$ cat src/rtl/multicycle_ctrl_if.sv
// rtl/multicycle_ctrl_if.sv - instruction fields in, datapath controls out
interface multicycle_ctrl_if;
  logic [3:0] Cond;
  logic [1:0] Op;
  logic [5:0] Funct;
  logic [3:0] Rd;
  logic [3:0] ALUFlags;
  logic       PCWrite;
  logic       MemWrite;
  logic       RegWrite;
  logic       IRWrite;
  logic       AdrSrc;
  logic       ALUSrcA;
  logic [1:0] ALUSrcB;
  logic [1:0] ResultSrc;
  logic [1:0] ALUControl;
  logic [1:0] ImmSrc;
  logic [1:0] RegSrc;
  logic [3:0] Flags;
  logic [3:0] State;

  modport master (
    input  Cond, Op, Funct, Rd, ALUFlags,
    output PCWrite, MemWrite, RegWrite, IRWrite, AdrSrc, ALUSrcA,
           ALUSrcB, ResultSrc, ALUControl, ImmSrc, RegSrc, Flags, State
  );

  modport slave (
    output Cond, Op, Funct, Rd, ALUFlags,
    input  PCWrite, MemWrite, RegWrite, IRWrite, AdrSrc, ALUSrcA,
           ALUSrcB, ResultSrc, ALUControl, ImmSrc, RegSrc, Flags, State
  );
endinterface

$ cat src/rtl/multicycle_ctrl.sv
// rtl/multicycle_ctrl.sv - multicycle Moore control FSM with flags and condition gating
module multicycle_ctrl (
  input  logic                 clk,
  input  logic                 reset,
  multicycle_ctrl_if.master    bus
);

  typedef enum logic [3:0] {
    FETCH    = 4'd0,
    DECODE   = 4'd1,
    MEMADR   = 4'd2,
    MEMREAD  = 4'd3,
    MEMWB    = 4'd4,
    MEMWRITE = 4'd5,
    EXECR    = 4'd6,
    EXECI    = 4'd7,
    ALUWB    = 4'd8,
    BRANCH   = 4'd9
  } state_t;

  state_t     state_q, state_d;
  logic       condex_q, condex_d;
  logic [3:0] flags_q, flags_d;

  logic [3:0] cmd;
  logic       s_bit;
  logic [1:0] alu_op;
  logic       no_write;
  logic       is_cmp;
  logic       is_nop;
  logic [1:0] flag_w;
  logic       pcs;
  logic       cond_ok;
  logic       flag_z, flag_c, flag_n, flag_v, ge;

  assign cmd   = bus.Funct[4:1];
  assign s_bit = bus.Funct[0];
  assign pcs   = (bus.Rd == 4'd15);

  always_comb begin
    alu_op   = 2'b00;
    no_write = 1'b0;
    is_cmp   = 1'b0;
    is_nop   = 1'b0;
    case (cmd)
      4'b0100: alu_op = 2'b00;
      4'b0010: alu_op = 2'b01;
      4'b0000: alu_op = 2'b10;
      4'b1100: alu_op = 2'b11;
      4'b1010: begin
        alu_op   = 2'b01;
        no_write = 1'b1;
        is_cmp   = 1'b1;
      end
      default: begin
        alu_op   = 2'b00;
        no_write = 1'b1;
        is_nop   = 1'b1;
      end
    endcase
  end

  assign flag_w[1] = (s_bit | is_cmp) & ~is_nop;
  assign flag_w[0] = (s_bit | is_cmp) & ~is_nop &
                     ((cmd == 4'b0100) | (cmd == 4'b0010) | is_cmp);

  // Flags are packed {Z,C,N,V}
  assign flag_z = flags_q[3];
  assign flag_c = flags_q[2];
  assign flag_n = flags_q[1];
  assign flag_v = flags_q[0];
  assign ge     = (flag_n == flag_v);

  always_comb begin
    cond_ok = 1'b0;
    case (bus.Cond)
      4'b0000: cond_ok = flag_z;
      4'b0001: cond_ok = ~flag_z;
      4'b0010: cond_ok = flag_c;
      4'b0011: cond_ok = ~flag_c;
      4'b0100: cond_ok = flag_n;
      4'b0101: cond_ok = ~flag_n;
      4'b0110: cond_ok = flag_v;
      4'b0111: cond_ok = ~flag_v;
      4'b1000: cond_ok = flag_c & ~flag_z;
      4'b1001: cond_ok = ~flag_c | flag_z;
      4'b1010: cond_ok = ge;
      4'b1011: cond_ok = ~ge;
      4'b1100: cond_ok = ~flag_z & ge;
      4'b1101: cond_ok = flag_z | ~ge;
      4'b1110: cond_ok = 1'b1;
      default: cond_ok = 1'b0;
    endcase
  end

  always_comb begin
    state_d  = FETCH;
    condex_d = condex_q;
    flags_d  = flags_q;
    case (state_q)
      FETCH:  state_d = DECODE;
      DECODE: begin
        condex_d = cond_ok;
        case (bus.Op)
          2'b01:   state_d = MEMADR;
          2'b00:   state_d = bus.Funct[5] ? EXECI : EXECR;
          2'b10:   state_d = BRANCH;
          default: state_d = FETCH;
        endcase
      end
      MEMADR:  state_d = s_bit ? MEMREAD : MEMWRITE;
      MEMREAD: state_d = MEMWB;
      EXECR, EXECI: begin
        state_d = ALUWB;
        // N/Z and C/V halves are written independently
        if (condex_q && flag_w[1]) begin
          flags_d[3] = bus.ALUFlags[3];
          flags_d[1] = bus.ALUFlags[1];
        end
        if (condex_q && flag_w[0]) begin
          flags_d[2] = bus.ALUFlags[2];
          flags_d[0] = bus.ALUFlags[0];
        end
      end
      default: state_d = FETCH;
    endcase
  end

  always_ff @(posedge clk or posedge reset) begin
    if (reset) begin
      state_q  <= FETCH;
      condex_q <= 1'b0;
      flags_q  <= 4'b0000;
    end else begin
      state_q  <= state_d;
      condex_q <= condex_d;
      flags_q  <= flags_d;
    end
  end

  logic pc_we, mem_we, reg_we, ir_we;

  always_comb begin
    pc_we          = 1'b0;
    mem_we         = 1'b0;
    reg_we         = 1'b0;
    ir_we          = 1'b0;
    bus.AdrSrc     = 1'b0;
    bus.ALUSrcA    = 1'b0;
    bus.ALUSrcB    = 2'b00;
    bus.ResultSrc  = 2'b00;
    bus.ALUControl = 2'b00;
    case (state_q)
      FETCH: begin
        ir_we         = 1'b1;
        pc_we         = 1'b1;
        bus.ALUSrcA   = 1'b1;
        bus.ALUSrcB   = 2'b10;
        bus.ResultSrc = 2'b10;
      end
      DECODE: begin
        bus.ALUSrcA   = 1'b1;
        bus.ALUSrcB   = 2'b10;
        bus.ResultSrc = 2'b10;
      end
      MEMADR:  bus.ALUSrcB = 2'b01;
      MEMREAD: bus.AdrSrc  = 1'b1;
      MEMWB: begin
        bus.ResultSrc = 2'b01;
        reg_we        = condex_q & ~pcs;
        pc_we         = condex_q & pcs;
      end
      MEMWRITE: begin
        bus.AdrSrc = 1'b1;
        mem_we     = condex_q;
      end
      EXECR: bus.ALUControl = alu_op;
      EXECI: begin
        bus.ALUSrcB    = 2'b01;
        bus.ALUControl = alu_op;
      end
      ALUWB: begin
        reg_we = condex_q & ~no_write & ~pcs;
        pc_we  = condex_q & pcs & ~no_write;
      end
      BRANCH: begin
        bus.ALUSrcB   = 2'b01;
        bus.ResultSrc = 2'b10;
        pc_we         = condex_q;
      end
      default: ;
    endcase
  end

  // Write enables are forced low for as long as reset is held
  assign bus.PCWrite  = pc_we  & ~reset;
  assign bus.MemWrite = mem_we & ~reset;
  assign bus.RegWrite = reg_we & ~reset;
  assign bus.IRWrite  = ir_we  & ~reset;

  assign bus.ImmSrc = bus.Op;
  assign bus.RegSrc = {bus.Op == 2'b01, bus.Op == 2'b10};
  assign bus.Flags  = flags_q;
  assign bus.State  = state_q;

endmodule

$ cat src/flat_wrapper.sv
// flat-port wrapper written by rule: the top's interface ports become plain ports
module multicycle_ctrl_flat 
  (clk, reset, bus_Cond, bus_Op, bus_Funct, bus_Rd, bus_ALUFlags, bus_PCWrite, bus_MemWrite, bus_RegWrite, bus_IRWrite, bus_AdrSrc, bus_ALUSrcA, bus_ALUSrcB, bus_ResultSrc, bus_ALUControl, bus_ImmSrc, bus_RegSrc, bus_Flags, bus_State);
  multicycle_ctrl_if bus_i ();
  input  logic clk;
  input  logic reset;
  input wire logic [$bits(bus_i.Cond)-1:0] bus_Cond;
  input wire logic [$bits(bus_i.Op)-1:0] bus_Op;
  input wire logic [$bits(bus_i.Funct)-1:0] bus_Funct;
  input wire logic [$bits(bus_i.Rd)-1:0] bus_Rd;
  input wire logic [$bits(bus_i.ALUFlags)-1:0] bus_ALUFlags;
  output wire logic [$bits(bus_i.PCWrite)-1:0] bus_PCWrite;
  output wire logic [$bits(bus_i.MemWrite)-1:0] bus_MemWrite;
  output wire logic [$bits(bus_i.RegWrite)-1:0] bus_RegWrite;
  output wire logic [$bits(bus_i.IRWrite)-1:0] bus_IRWrite;
  output wire logic [$bits(bus_i.AdrSrc)-1:0] bus_AdrSrc;
  output wire logic [$bits(bus_i.ALUSrcA)-1:0] bus_ALUSrcA;
  output wire logic [$bits(bus_i.ALUSrcB)-1:0] bus_ALUSrcB;
  output wire logic [$bits(bus_i.ResultSrc)-1:0] bus_ResultSrc;
  output wire logic [$bits(bus_i.ALUControl)-1:0] bus_ALUControl;
  output wire logic [$bits(bus_i.ImmSrc)-1:0] bus_ImmSrc;
  output wire logic [$bits(bus_i.RegSrc)-1:0] bus_RegSrc;
  output wire logic [$bits(bus_i.Flags)-1:0] bus_Flags;
  output wire logic [$bits(bus_i.State)-1:0] bus_State;
  assign bus_i.Cond = bus_Cond;
  assign bus_i.Op = bus_Op;
  assign bus_i.Funct = bus_Funct;
  assign bus_i.Rd = bus_Rd;
  assign bus_i.ALUFlags = bus_ALUFlags;
  assign bus_PCWrite = bus_i.PCWrite;
  assign bus_MemWrite = bus_i.MemWrite;
  assign bus_RegWrite = bus_i.RegWrite;
  assign bus_IRWrite = bus_i.IRWrite;
  assign bus_AdrSrc = bus_i.AdrSrc;
  assign bus_ALUSrcA = bus_i.ALUSrcA;
  assign bus_ALUSrcB = bus_i.ALUSrcB;
  assign bus_ResultSrc = bus_i.ResultSrc;
  assign bus_ALUControl = bus_i.ALUControl;
  assign bus_ImmSrc = bus_i.ImmSrc;
  assign bus_RegSrc = bus_i.RegSrc;
  assign bus_Flags = bus_i.Flags;
  assign bus_State = bus_i.State;
  multicycle_ctrl u_core (.clk(clk), .reset(reset), .bus(bus_i));
endmodule
$ cat config.mk
export PLATFORM = sky130hd
export DESIGN_NAME = multicycle_ctrl_flat
export DESIGN_NICKNAME = d
export VERILOG_FILES = /design/src/rtl/multicycle_ctrl_if.sv /design/src/rtl/multicycle_ctrl.sv /design/src/flat_wrapper.sv
export SDC_FILE = /design/constraint.sdc
export NUM_CORES = 1
export LEC_CHECK = 0
export ABC_AREA = 1
export BUFFER_PORTS_ARGS = -buffer_cell sky130_fd_sc_hd__buf_2
export CAP_MARGIN = 10
export CORE_MARGIN = 4
export CORE_UTILIZATION = 47
export CTS_CLUSTER_SIZE = 20
export DETAILED_ROUTE_END_ITERATION = 6
export GPL_TIMING_DRIVEN = 0
export PLACE_DENSITY = 0.83
export SLEW_MARGIN = 5
export SYNTH_ARGS = -nofsm -noshare
export SYNTH_HDL_FRONTEND = slang
export SYNTH_SLANG_ARGS = --single-unit
$ cat constraint.sdc
create_clock -name clk -period 2.9 [get_ports clk]
set_input_delay 0.145 -clock clk [delete_from_list [all_inputs] [get_ports clk]]
set_output_delay 0.145 -clock clk [all_outputs]
set_load 0.005 [all_outputs]
==> metrics <==
Setup WS pre-CTS 1515 ps; Worst Max-Slew Pin Slew 343.8 ps; Die H 50.95 um; fin crit share 57.58%; total track usage 18.57%; worst IR drop on VDD 307.3 uV; CTS root buf clkbuf_4; I/O pin cnt 46; RSZ-0062 raised after global routing false; # DRC 0; commonest non-fill, non-tap cell in the layout buf_2; CTS resizes 0; register area share after synthesis 25.97%; Die X 50.95 um; Logic pwr share 58.9%; Worst Clk Skew 4.617 ps; Slew HR 77.05%; initial antenna violation count 0; Die ar. 2596 um^2; GPL Wtd Cong 0.8704; antenna fix cells 0; P_leak 0.0006759 uW; startpoint types flip-flop; Rows 15; Routed Wire Length 2.243 mm; post-synthesis cell count 147; Final Setup Violations 0; Final Max Slew Viols 0; Synth warnings 0; commonest non-fill, non-tap cells in the layout buf_2 (45), nand2_1 (39), inv_1 (24); # H-tree levels 1; max cap viols 0; Fillers 178; f_max 598.9 MHz; Initial Utilization 49.68%; synth unique cells 22; largest net degree at the start of global routing 10; worst min path class input port to flip-flop; Port Buffers 45; critical path peak fanout 8; Synth area leaders dfrtp_1 (26%), nand2_1 (17%), inv_1 (10%), nor2_1 (7.8%), nand3_1 (7.5%); leading area contributor after synthesis dfrtp_1; initial drt markers 33; FF/Latch Area 225.2 um^2; GRT Residual Overflow 0; half-perimeter wire length after placement 1.898 mm; crit path DAT 1520 ps; CP endpoint kind output pin; Crit path required time 2760 ps; PnR worst setup slack 1230 ps; area of the multi-input gates 503.0 um^2; share of layout cells above drive strength 1 35.53%; register bit total from synthesis 9; syn nets 169; NetSw 319.3 uW; Vias/cell 4.788; core box area 1745 um^2; Pre-Repair DR Iteration Count 4; Setup TNS 0 ps; Layout Nets 220; TritonCTS Buffers 3; first-pass GRT wire length 3.829 mm; outcome completed; PwrDens 607.0 nW/um^2; CTS sink cnt 9; vias in the first global route 991; Fin. Hold Viols 0; clock tree from TritonCTS yes; share of power burned in registers 27.4%; clk buf depth 2; Net Sw Frac 45.35%; synthesized area 867.1 um^2; routed len/inst 10.10 um; via count 1063; CP Class flip-flop to output pin; share of total power in the clock network 13.7%; clock-pin transition on the worst setup and hold timing paths 60 ps; Power, Total 704.1 uW; P&R area growth vs syn 33.77%; post-synth top area share 25.97%; Skew-Pair Late Insertion Delay 260 ps; Final Critical Period 1670 ps; Post-DRT Antenna Nets 0; Pint 384.8 uW; syn_area_per_cell 5.899 um^2
-- worst max-delay path, stage by stage, from the launching register on --
cell,delay (ps)
dfrtp_1,390
buf_6,140
inv_2,60
nand2_2,60
nor3_2,190
a21oi_1,100
o21ai_1,120
nand2_1,60
nand2_1,60
buf_2,100
-- per-layer routing --
layer  vias up  global-route usage (%)  part of all wire [%]
met2        37                   32.19                    48
li1        562                       -                     -
met1       458                   22.94                    44
met3         6                   1.749                   4.7
met5         -                       0                     0
met4         0                   8.520                   2.5
-- power groups by stage --
stage | logic (uW) | clock network [uW] | registers (uW)
global route | 480 | 108 | 199
floorplan | 256 | 0 | 193
finish | 415 | 96.7 | 193
detailed placement | 412 | 0 | 195
CTS | 416 | 100 | 192
global placement | 403 | 0 | 193
-- final timing paths --
| kind | startpoint | to | slack (ps) | depth (start not counted) |
|---|---|---|---|---|
| hold / removal | bus_ALUFlags[0] | u_core.bus.Flags[0]$_DFFE_PP0P_ | 120 | 3 |
| setup / recovery | u_core.bus.State[1]$_DFF_PP0_ | bus_PCWrite | 1230 | 9 |
| max in group asynchronous | reset | u_core.bus.Flags[2]$_DFFE_PP0P_ | 2200 | 3 |
| hold reg to reg | u_core.condex_q$_DFFE_PP0P_ | u_core.condex_q$_DFFE_PP0P_ | 510 | 2 |
| min in group asynchronous | reset | u_core.bus.State[2]$_DFF_PP0_ | 440 | 3 |
| setup reg to reg | u_core.bus.State[1]$_DFF_PP0_ | u_core.bus.State[2]$_DFF_PP0_ | 1670 | 6 |
-- registers in the layout, indices dropped and copies added, names as in the netlist --
name,count
u_core.bus.Flags,4
u_core.bus.State,4
u_core.condex_q,1
-- repair_timing --
item                      4_1_cts  5_1_grt
buffers inserted                0        0
hold endpoints to repair        9        0
hold buffers                    1        0
-- logic make-up after synthesis --
| kind of cell | count (synthesis) | share of synthesized area [%] |
|---|---|---|
| simple gates | 83 | 43.00 |
| flops | 9 | 25.97 |
| compound gates | 22 | 15.01 |
| buf+inv | 33 | 16.02 |
-- cells in the mapped netlist --
cell,instances
nand3_2,2
inv_1,24
buf_4,2
nor3_2,1
buf_6,1
a21oi_1,7
nor2_2,5
nand2_2,3
nor2_1,18
o21ai_1,4
dfrtp_1,9
o21ai_2,2
o311ai_0,1
nand3b_1,1
nand3_1,13
nand2_1,39
inv_2,6
o21ai_0,4
o22ai_1,1
a211oi_1,1
o211ai_1,2
nand4_1,1
-- stage by stage --
stage | instance area, um^2 | utilization, % | hold WS, ps | instances
after floorplan | 867.1 | - | -27.08 | 147
after global placement | 1124 | 64.37 | 149.3 | 217
after detailed placement | 1124 | 64.37 | 151.7 | 217
after CTS | 1160 | 66.45 | 113.7 | 222
after global routing | 1160 | 66.45 | 118.1 | 222
final | 1160 | 66.45 | 117.9 | 222
-- cell type report --
type	instances	share of cell area, %
Multi-Input combinational cell	105	43.37
Timing Repair Buffer	46	20.28
Buffer	3	2.265
Inverter	30	9.709
Clock buffer	4	2.265
Sequential cell	9	19.42
Tap cell	25	2.697
No activity file was read; power rests on OpenSTA's default activity.
